**config.mk**
```make
export PLATFORM = sky130hd
export DESIGN_NAME = mem_arbiter_51_flat
export DESIGN_NICKNAME = d
export VERILOG_FILES = /design/src/rtl/mem_arbiter_51_if.sv /design/src/rtl/mem_arbiter_51.sv /design/src/flat_wrapper.sv
export SDC_FILE = /design/constraint.sdc
export NUM_CORES = 1
export LEC_CHECK = 0
export CORE_MARGIN = 2
export CORE_UTILIZATION = 41
export CTS_CLUSTER_SIZE = 16
export DETAILED_ROUTE_END_ITERATION = 16
export MAX_ROUTING_LAYER = met4
export PLACE_DENSITY = 0.82
export SYNTH_ARGS = -nofsm -noshare
export SYNTH_HDL_FRONTEND = slang
export SYNTH_SLANG_ARGS = --single-unit
```
**constraint.sdc**
```tcl
create_clock -name clk_51 -period 6.2 [get_ports clk_51]
set_clock_uncertainty 0.1 [all_clocks]
set_input_delay 0.93 -clock clk_51 [delete_from_list [all_inputs] [get_ports clk_51]]
set_output_delay 0.93 -clock clk_51 [all_outputs]
set_load 0.1 [all_outputs]
```
**src/rtl/mem_arbiter_51_if.sv**
```systemverilog
// Bus bundle for mem_arbiter_51: two requester ports, the shared memory port and status.
// master = requesters plus memory model, slave = the arbiter.
interface mem_arbiter_51_if #(
    parameter int unsigned ADDR_W = 32,
    parameter int unsigned DATA_W = 32,
    parameter int unsigned CNT_W  = 16
);
    logic              req0_51;
    logic              we0_51;
    logic [ADDR_W-1:0] addr0_51;
    logic [DATA_W-1:0] wdata0_51;
    logic              ack0_51;
    logic [DATA_W-1:0] rdata0_51;

    logic              req1_51;
    logic              we1_51;
    logic [ADDR_W-1:0] addr1_51;
    logic [DATA_W-1:0] wdata1_51;
    logic              ack1_51;
    logic [DATA_W-1:0] rdata1_51;

    logic [ADDR_W-1:0] mem_addr_51;
    logic [DATA_W-1:0] mem_wdata_51;
    logic              mem_we_51;
    logic [DATA_W-1:0] mem_rdata_51;

    logic              busy_51;
    logic [CNT_W-1:0]  cnt0_51;
    logic [CNT_W-1:0]  cnt1_51;

    modport master (
        output req0_51, we0_51, addr0_51, wdata0_51,
        output req1_51, we1_51, addr1_51, wdata1_51,
        output mem_rdata_51,
        input  ack0_51, rdata0_51, ack1_51, rdata1_51,
        input  mem_addr_51, mem_wdata_51, mem_we_51,
        input  busy_51, cnt0_51, cnt1_51
    );

    modport slave (
        input  req0_51, we0_51, addr0_51, wdata0_51,
        input  req1_51, we1_51, addr1_51, wdata1_51,
        input  mem_rdata_51,
        output ack0_51, rdata0_51, ack1_51, rdata1_51,
        output mem_addr_51, mem_wdata_51, mem_we_51,
        output busy_51, cnt0_51, cnt1_51
    );
endinterface

```
**src/rtl/mem_arbiter_51.sv**
```systemverilog
// Two-port arbiter in front of a single-ported word memory: serialises accesses,
// registers read data, pulses a one-cycle ack per access and counts grants per port.
module mem_arbiter_51 #(
    parameter int unsigned ADDR_W    = 32,
    parameter int unsigned DATA_W    = 32,
    parameter int unsigned FIXED_PRI = 0,
    parameter int unsigned CNT_W     = 16
) (
    input  logic            clk_51,
    input  logic            rst_51,
    mem_arbiter_51_if.slave bus
);
    typedef enum logic [1:0] {
        IDLE   = 2'd0,
        ACCESS = 2'd1,
        RESP   = 2'd2
    } state_t;

    state_t            state;
    logic              rr_ptr;
    logic              id_q;
    logic              we_q;
    logic [ADDR_W-1:0] addr_q;
    logic [DATA_W-1:0] wdata_q;
    logic [DATA_W-1:0] rdata0_q;
    logic [DATA_W-1:0] rdata1_q;
    logic              ack0_q;
    logic              ack1_q;
    logic              mem_we_q;
    logic              busy_q;
    logic [CNT_W-1:0]  cnt0_q;
    logic [CNT_W-1:0]  cnt1_q;

    logic              grant;
    logic              win;
    logic              sel_we;
    logic [ADDR_W-1:0] sel_addr;
    logic [DATA_W-1:0] sel_wdata;

    // In RESP only the port that was not just acked may be granted.
    always_comb begin
        grant = 1'b0;
        win   = 1'b0;
        if (state == IDLE) begin
            grant = bus.req0_51 | bus.req1_51;
            if (bus.req0_51 && bus.req1_51)
                win = (FIXED_PRI != 0) ? 1'b0 : rr_ptr;
            else
                win = bus.req1_51;
        end else if (state == RESP) begin
            win   = ~id_q;
            grant = id_q ? bus.req0_51 : bus.req1_51;
        end
        sel_we    = win ? bus.we1_51    : bus.we0_51;
        sel_addr  = win ? bus.addr1_51  : bus.addr0_51;
        sel_wdata = win ? bus.wdata1_51 : bus.wdata0_51;
    end

    always_ff @(posedge clk_51 or posedge rst_51) begin
        if (rst_51) begin
            state    <= IDLE;
            rr_ptr   <= 1'b0;
            id_q     <= 1'b0;
            we_q     <= 1'b0;
            addr_q   <= '0;
            wdata_q  <= '0;
            rdata0_q <= '0;
            rdata1_q <= '0;
            ack0_q   <= 1'b0;
            ack1_q   <= 1'b0;
            mem_we_q <= 1'b0;
            busy_q   <= 1'b0;
            cnt0_q   <= '0;
            cnt1_q   <= '0;
        end else begin
            ack0_q <= 1'b0;
            ack1_q <= 1'b0;
            unique case (state)
                IDLE, RESP: begin
                    if (state == RESP) begin
                        if (!id_q && cnt0_q != '1) cnt0_q <= cnt0_q + CNT_W'(1);
                        if ( id_q && cnt1_q != '1) cnt1_q <= cnt1_q + CNT_W'(1);
                    end
                    if (grant) begin
                        id_q     <= win;
                        rr_ptr   <= ~win;
                        we_q     <= sel_we;
                        addr_q   <= sel_addr;
                        wdata_q  <= sel_wdata;
                        mem_we_q <= sel_we;
                        busy_q   <= 1'b1;
                        state    <= ACCESS;
                    end else begin
                        busy_q   <= 1'b0;
                        state    <= IDLE;
                    end
                end
                ACCESS: begin
                    if (!we_q) begin
                        if (id_q) rdata1_q <= bus.mem_rdata_51;
                        else      rdata0_q <= bus.mem_rdata_51;
                    end
                    mem_we_q <= 1'b0;
                    ack0_q   <= ~id_q;
                    ack1_q   <= id_q;
                    state    <= RESP;
                end
                default: begin
                    mem_we_q <= 1'b0;
                    busy_q   <= 1'b0;
                    state    <= IDLE;
                end
            endcase
        end
    end

    assign bus.mem_addr_51  = addr_q;
    assign bus.mem_wdata_51 = wdata_q;
    assign bus.mem_we_51    = mem_we_q;
    assign bus.ack0_51      = ack0_q;
    assign bus.ack1_51      = ack1_q;
    assign bus.rdata0_51    = rdata0_q;
    assign bus.rdata1_51    = rdata1_q;
    assign bus.busy_51      = busy_q;
    assign bus.cnt0_51      = cnt0_q;
    assign bus.cnt1_51      = cnt1_q;
endmodule
```
**src/flat_wrapper.sv**
```systemverilog
// flat-port wrapper written by rule: the top's interface ports become plain ports
module mem_arbiter_51_flat 
#(
    parameter int unsigned ADDR_W    = 32,
    parameter int unsigned DATA_W    = 32,
    parameter int unsigned FIXED_PRI = 0,
    parameter int unsigned CNT_W     = 16
)
  (clk_51, rst_51, bus_req0_51, bus_we0_51, bus_addr0_51, bus_wdata0_51, bus_req1_51, bus_we1_51, bus_addr1_51, bus_wdata1_51, bus_mem_rdata_51, bus_ack0_51, bus_rdata0_51, bus_ack1_51, bus_rdata1_51, bus_mem_addr_51, bus_mem_wdata_51, bus_mem_we_51, bus_busy_51, bus_cnt0_51, bus_cnt1_51);
  mem_arbiter_51_if #(.ADDR_W(ADDR_W), .DATA_W(DATA_W), .CNT_W(CNT_W)) bus_i ();
  input  logic clk_51;
  input  logic rst_51;
  input wire logic [$bits(bus_i.req0_51)-1:0] bus_req0_51;
  input wire logic [$bits(bus_i.we0_51)-1:0] bus_we0_51;
  input wire logic [$bits(bus_i.addr0_51)-1:0] bus_addr0_51;
  input wire logic [$bits(bus_i.wdata0_51)-1:0] bus_wdata0_51;
  input wire logic [$bits(bus_i.req1_51)-1:0] bus_req1_51;
  input wire logic [$bits(bus_i.we1_51)-1:0] bus_we1_51;
  input wire logic [$bits(bus_i.addr1_51)-1:0] bus_addr1_51;
  input wire logic [$bits(bus_i.wdata1_51)-1:0] bus_wdata1_51;
  input wire logic [$bits(bus_i.mem_rdata_51)-1:0] bus_mem_rdata_51;
  output wire logic [$bits(bus_i.ack0_51)-1:0] bus_ack0_51;
  output wire logic [$bits(bus_i.rdata0_51)-1:0] bus_rdata0_51;
  output wire logic [$bits(bus_i.ack1_51)-1:0] bus_ack1_51;
  output wire logic [$bits(bus_i.rdata1_51)-1:0] bus_rdata1_51;
  output wire logic [$bits(bus_i.mem_addr_51)-1:0] bus_mem_addr_51;
  output wire logic [$bits(bus_i.mem_wdata_51)-1:0] bus_mem_wdata_51;
  output wire logic [$bits(bus_i.mem_we_51)-1:0] bus_mem_we_51;
  output wire logic [$bits(bus_i.busy_51)-1:0] bus_busy_51;
  output wire logic [$bits(bus_i.cnt0_51)-1:0] bus_cnt0_51;
  output wire logic [$bits(bus_i.cnt1_51)-1:0] bus_cnt1_51;
  assign bus_i.req0_51 = bus_req0_51;
  assign bus_i.we0_51 = bus_we0_51;
  assign bus_i.addr0_51 = bus_addr0_51;
  assign bus_i.wdata0_51 = bus_wdata0_51;
  assign bus_i.req1_51 = bus_req1_51;
  assign bus_i.we1_51 = bus_we1_51;
  assign bus_i.addr1_51 = bus_addr1_51;
  assign bus_i.wdata1_51 = bus_wdata1_51;
  assign bus_i.mem_rdata_51 = bus_mem_rdata_51;
  assign bus_ack0_51 = bus_i.ack0_51;
  assign bus_rdata0_51 = bus_i.rdata0_51;
  assign bus_ack1_51 = bus_i.ack1_51;
  assign bus_rdata1_51 = bus_i.rdata1_51;
  assign bus_mem_addr_51 = bus_i.mem_addr_51;
  assign bus_mem_wdata_51 = bus_i.mem_wdata_51;
  assign bus_mem_we_51 = bus_i.mem_we_51;
  assign bus_busy_51 = bus_i.busy_51;
  assign bus_cnt0_51 = bus_i.cnt0_51;
  assign bus_cnt1_51 = bus_i.cnt1_51;
  mem_arbiter_51 #(.ADDR_W(ADDR_W), .DATA_W(DATA_W), .FIXED_PRI(FIXED_PRI), .CNT_W(CNT_W)) u_core (.clk_51(clk_51), .rst_51(rst_51), .bus(bus_i));
endmodule
```
==> flow_metrics.tcl, run 1 <==
set metrics [dict create \
    synthArstFlopShare_pct 100 \
    ctsHoldBuffers 0 \
    whs_path_depth 1 \
    r2r_cells 5 \
    drt_iter0_markers 243 \
    grt_max_degree 84 \
    yosysMostFrequentCell "dfrtp_1" \
    dr.pass1.iters 5 \
    viasPerCell 5.13 \
    synthMuxAreaShare_pct 10.5 \
    netlist.top_cell.by_area "dfrtp_1" \
    wl_mm 20.1 \
    cts_made_buffers 17 \
    fin_tns_setup_ps 0 \
    cp_top_family "buffers and inverters" \
    hp-start "u_core.bus.cnt0_51[7]$_DFFE_PP0P_" \
    path_cells "clkdlybuf4s50_1" \
    cts_sinks 169 \
    grt_pass1_vias 5699 \
    synth.cells.most_frequent "dfrtp_1, and2_1, mux2_2" \
    antenna_found_initial 0 \
    crit_slowest_cell "clkdlybuf4s50_1" \
    synthAdderAreaFrac_pct 0.355 \
    gp_congestion 0.805 \
    final_hold_viol_count 0 \
    fillers 1291 \
    nets 1022 \
    end_kind "primary output" \
    syn_area_per_cell_um2 13.3 \
    core_area_um2 16700 \
    worst-r2r-setup-slack_ps 3680 \
    critPathKind "flop to primary output" \
    synth_nets 697 \
    track_usage_pct 22.2 \
    drive_gt1_share_pct 13.4 \
    ys_seq_area_share_pct 59.9 \
    rsz0062_at_grt "no" \
    fin_util_pct 66.7 \
    netlist_area_um2 7060 \
    antenna_cells 0 \
    layout_min_cycle_time_ps 3100 \
    synth_top_family_by_area "simple AND/OR/NAND/NOR gates" \
    worst_pin_slew_ps 1030 \
    drv_cap 0 \
    synth_cells 529 \
    ff_latch_area_um2 4230 \
    dieHeight_um 135 \
    cts.path.max_buffers 2 \
    ys_types 37 \
    initial_utilization_pct 42.3 \
    portBuffers 329 \
    syn_to_final_growth_pct 57.9 \
    ctsResizeCount 0 \
    ys_warn_count 0 \
    crit_fanout 7 \
    cpPeakStageDelay_ps 1190 \
    outcome "complete, no violations" \
    synth-xor-area-share_pct 3.72 \
    synth_flop_cell "dfrtp_1" \
    synth_seq_cells 169 \
    vias 5581 \
    synth-simple-area-share_pct 12.6 \
    ctsHtreeMaxLevel 4 \
    cts_tree "built" \
    hpwl_mm 14.6 \
    cts_setup_buffers 0 \
    die_area_um2 18300 \
    min_path_type "flop to flop" \
    synth_compound_area_share_pct 10.5 \
    clock.fmax_mhz 323 \
    post-route-period-util_pct 50.0 \
    drc 0 \
    overflow 0 \
    num_rows 47 \
    setup_viol 0 \
    multi_input_area_um2 2670 \
    rr_endpoint "u_core.bus.mem_wdata_51[3]$_DFFE_PP0P_" \
    start_kind "flop" \
    netlist_top_cells_area "dfrtp_1, mux2_2, a221o_1" \
    clkTransAtPathRegs_ps 70 \
    slew_headroom_pct 30.9 \
    slew_violations 0 \
    routedWlPerCell_um 18.5 \
    synth_top_area_share_pct 59.9 \
    synth_edf_count 0 \
    hold_end "u_core.bus.cnt0_51[7]$_DFFE_PP0P_" \
    insertion_delay_ps 420 \
    critPathRequiredTime_ps 5170 \
    grt_pass1_wl_mm 30.5 \
    critPathBufInv 1 \
    pin_count 330 \
    die_w_um 135 \
    root_buffer "clkbuf_16" \
    critPathLaunch "u_core.bus.cnt1_51[4]$_DFFE_PP0P_" \
    worstPathArrival_ps 2070 \
    reg2reg_from "u_core.id_q$_DFFE_PP0P_" \
    drtAntennaViolNets 0 \
]
[worst register-to-register path, cell delays in order (launching register included)]
cell      delay, ps
dfrtp_1         500
nand2b_1        170
a21oi_1          70
or3_2           740
buf_4           390
a221o_1         430
[worst max path at each step]
stage                                                    endpoint  cells after the start
after global routing                               bus_cnt1_51[4]                      1
after floorplan                      u_core.bus.ack0_51$_DFF_PP0_                      1
final                                              bus_cnt1_51[4]                      1
after CTS                                          bus_cnt1_51[4]                      1
after global placement    u_core.bus.mem_wdata_51[16]$_DFFE_PP0P_                      5
after detailed placement   u_core.bus.mem_wdata_51[4]$_DFFE_PP0P_                      5
[per-layer routing]
metal  track usage, %  share of wire (%)
met5                -                  0
met4             6.71                1.8
met3             6.40                7.4
met2             36.9                 51
met1             26.4                 40
[cell families (layout without fill, tap and decap cells)]
kind of cell,Yosys count,count (layout)
simple gates,144,144
fa+ha+maj,2,2
buf+inv,40,378
mux,66,66
flops,169,169
xor+xnor,30,30
compound gates,78,78
[cell type report]
cell class              count  share of cell area (%)
clock buffers              18                    3.94
clock inverters            14                    1.22
inverters                   9                   0.348
multi-input cells         320                    24.0
flip-flops and latches    169                    38.0
well taps                 220                    2.47
repair buffers            337                    30.1
[registers in the layout (all words and copies together) (netlist names), 2 cells and up]
| register | count |
|---|---|
| u_core.bus.mem_addr_51 | 32 |
| u_core.bus.mem_wdata_51 | 32 |
| u_core.bus.cnt1_51 | 16 |
| u_core.bus.cnt0_51 | 16 |
| u_core.bus.rdata1_51 | 32 |
| u_core.state | 2 |
| u_core.bus.rdata0_51 | 32 |
[stage by stage]
stage,hold WS [ps],setup WS (ps),instance area (µm²),std cells
6_report,398,3100,11100,1087
5_1_grt,415,3040,11100,1087
4_1_cts,403,3080,11100,1087
3_5_place_dp,392,2880,10600,1055
3_3_place_gp,384,2930,10600,1055
2_1_floorplan,374,595,7060,529
[cells in the final DEF (no fill, tap or decap), types with 9 or more instances in the layout]
master	count
clkdlybuf4s50_1	329
nand2_1	13
xor2_1	23
clkbuf_16	17
nor3_1	9
dfrtp_1	169
and2_1	66
a221o_1	64
mux2_2	66
nand4_1	10
Power of run 1 is not shown: default switching activity piles up to over one toggle a cycle in this logic, so the estimate is an artifact.
==> inputs of run 2 (changes only) <==
--- a/config.mk
+++ b/config.mk
@@ -6,11 +6,11 @@
 export NUM_CORES = 1
 export LEC_CHECK = 0
 export CORE_MARGIN = 2
-export CORE_UTILIZATION = 41
+export CORE_UTILIZATION = 37
 export CTS_CLUSTER_SIZE = 16
 export DETAILED_ROUTE_END_ITERATION = 16
 export MAX_ROUTING_LAYER = met4
-export PLACE_DENSITY = 0.82
+export PLACE_DENSITY = 0.78
 export SYNTH_ARGS = -nofsm -noshare
 export SYNTH_HDL_FRONTEND = slang
 export SYNTH_SLANG_ARGS = --single-unit
==> constraint.sdc (replaced) <==
create_clock -name clk_51 -period 2.65 [get_ports clk_51]
set_clock_uncertainty 0.1 [all_clocks]
set_input_delay 0.3975 -clock clk_51 [delete_from_list [all_inputs] [get_ports clk_51]]
set_output_delay 0.3975 -clock clk_51 [all_outputs]
set_load 0.1 [all_outputs]
==> run 2 against run 1 <==
Effect of this change: utilization fell by 9.0 points; critical path type is now flop to flop; critical endpoint is now u_core.bus.mem_addr_51[14]$_DFFE_PP0P_; critical path depth rose by 4; sequential share of layout area rose by 1.2 points; die area rose by 10%.
==> flow_metrics.tcl, run 2 (synthesis gave the netlist of run 1 again) <==
set metrics [dict create \
    busiest_layer "met2" \
    final_common_cell "buf_4" \
    drt_iter0_markers 247 \
    critPathKind "flop to flop" \
    drv_cap 0 \
    syn_to_final_growth_pct 53.1 \
    antenna_found_initial 0 \
    hpwl_mm 14.2 \
    insertion_delay_ps 430 \
    crit_fanout 70 \
    wl_mm 19.7 \
    final_hold_viol_count 0 \
    place_area_um2 10300 \
    crit_slowest_cell "dfrtp_1" \
    drtAntennaViolNets 0 \
    initial_utilization_pct 37.7 \
    clock.fmax_mhz 473 \
    cts_sinks 169 \
    layout_common_cells "buf_4, dfrtp_1, clkdlybuf4s50_1" \
    post-route-period-util_pct 79.8 \
    routedWlPerCell_um 17.8 \
    hold_ws_ps 357 \
    grt_max_degree 91 \
    antenna_cells 0 \
    use_met1_pct 24.6 \
    start_kind "flop" \
    layout_min_cycle_time_ps 2110 \
    drc 0 \
    slew_violations 0 \
    grt_use_met2_pct 32.1 \
    dr.pass1.iters 4 \
    clkTransAtPathRegs_ps 60 \
    ctsResizeCount 0 \
    ff_latch_area_um2 4230 \
    cts_setup_buffers 0 \
    path_cells "nand2b_1, a21oi_1, or3_2, buf_12, a221o_1" \
    die_w_um 142 \
    critPathLaunch "u_core.id_q$_DFFE_PP0P_" \
    end_kind "flop" \
    dieHeight_um 142 \
    worst_slack_ps 535 \
    worst_pin_slew_ps 491 \
    vias 5646 \
    grt_pass1_wl_mm 30.6 \
    viasPerCell 5.12 \
    pin_count 330 \
    cts_tree "built" \
    nets 1025 \
    grt_use_met3_pct 5.45 \
    grt_pass1_vias 5788 \
    die_area_um2 20200 \
    critPathRequiredTime_ps 2850 \
    fin_area_um2 10800 \
    root_buffer "clkbuf_16" \
    fillers 1562 \
    ctsHoldBuffers 0 \
    num_rows 50 \
    fin_tns_setup_ps 0 \
    portBuffers 329 \
    rsz0062_at_grt "no" \
    slew_headroom_pct 67.3 \
    gp_congestion 0.801 \
    outcome "complete, no violations" \
    core_area_um2 18700 \
    track_usage_pct 20.1 \
    multi_input_area_um2 2670 \
    worstPathArrival_ps 2310 \
    drive_gt1_share_pct 32.0 \
    cpPeakStageDelay_ps 490 \
    min_path_type "primary input to async pin" \
    reg2reg_from "u_core.id_q$_DFFE_PP0P_" \
    place_ws_ps 268 \
    cts.path.max_buffers 2 \
    setup_viol 0 \
    cts_made_buffers 17 \
    ctsHtreeMaxLevel 4 \
    overflow 0 \
]
run 2: cell count changes in the layout (fill, tap and decap cells not counted), sizes merged:
cell,previous run,this run
clkbuf,18,22
buf,8,175
clkinv,4,0
clkdlybuf4s50,329,165
clkinvlp,1,7
inv,17,10
run 2: layout make-up:
cell class / count / share of cell area, %
multi-input cells: 320 / 24.7
well taps: 234 / 2.71
clock buffers: 22 / 4.20
clock inverters: 9 / 0.857
inverters: 9 / 0.347
flip-flops and latches: 169 / 39.1
repair buffers: 340 / 28.0
run 2: worst paths after layout:
| check | endpoint | slack, ps | depth (start not counted) |
|---|---|---|---|
| worst max-delay path | u_core.bus.mem_addr_51[14]$_DFFE_PP0P_ | 540 | 5 |
| worst min-delay path | u_core.bus.rdata1_51[0]$_DFFE_PP0P_ | 360 | 3 |
| worst max register to register | u_core.bus.mem_addr_51[14]$_DFFE_PP0P_ | 540 | 5 |
| worst min register to register | u_core.bus.busy_51$_DFFE_PP0P_ | 380 | 2 |
| max in group asynchronous | u_core.bus.mem_addr_51[25]$_DFFE_PP0P_ | 1670 | 3 |
| min in group clk_51 | u_core.bus.busy_51$_DFFE_PP0P_ | 380 | 2 |
run 2: stage by stage:
step	cells	util, %
floorplan	529	-
global placement	1072	54.8
detailed placement	1072	54.8
CTS	1103	57.8
global route	1103	57.8
finish	1103	57.8
run 2: worst max-delay path: cells and delay by family, from the launching register on:
family / cells / cell delay [ps]
AOI/OAI and AO/OA: 2 / 470
and+or+nand+nor: 2 / 650
DFF: 1 / 490
buffers and inverters: 1 / 200
run 2: layer usage:
metal | wire [µm] | vias up
li1 | - | 2611
met1 | 8220 | 2769
met2 | 9720 | 236
met3 | 1310 | 30
met4 | 430 | 0
met5 | 0 | -
Power of run 2 is left out for the same reason.
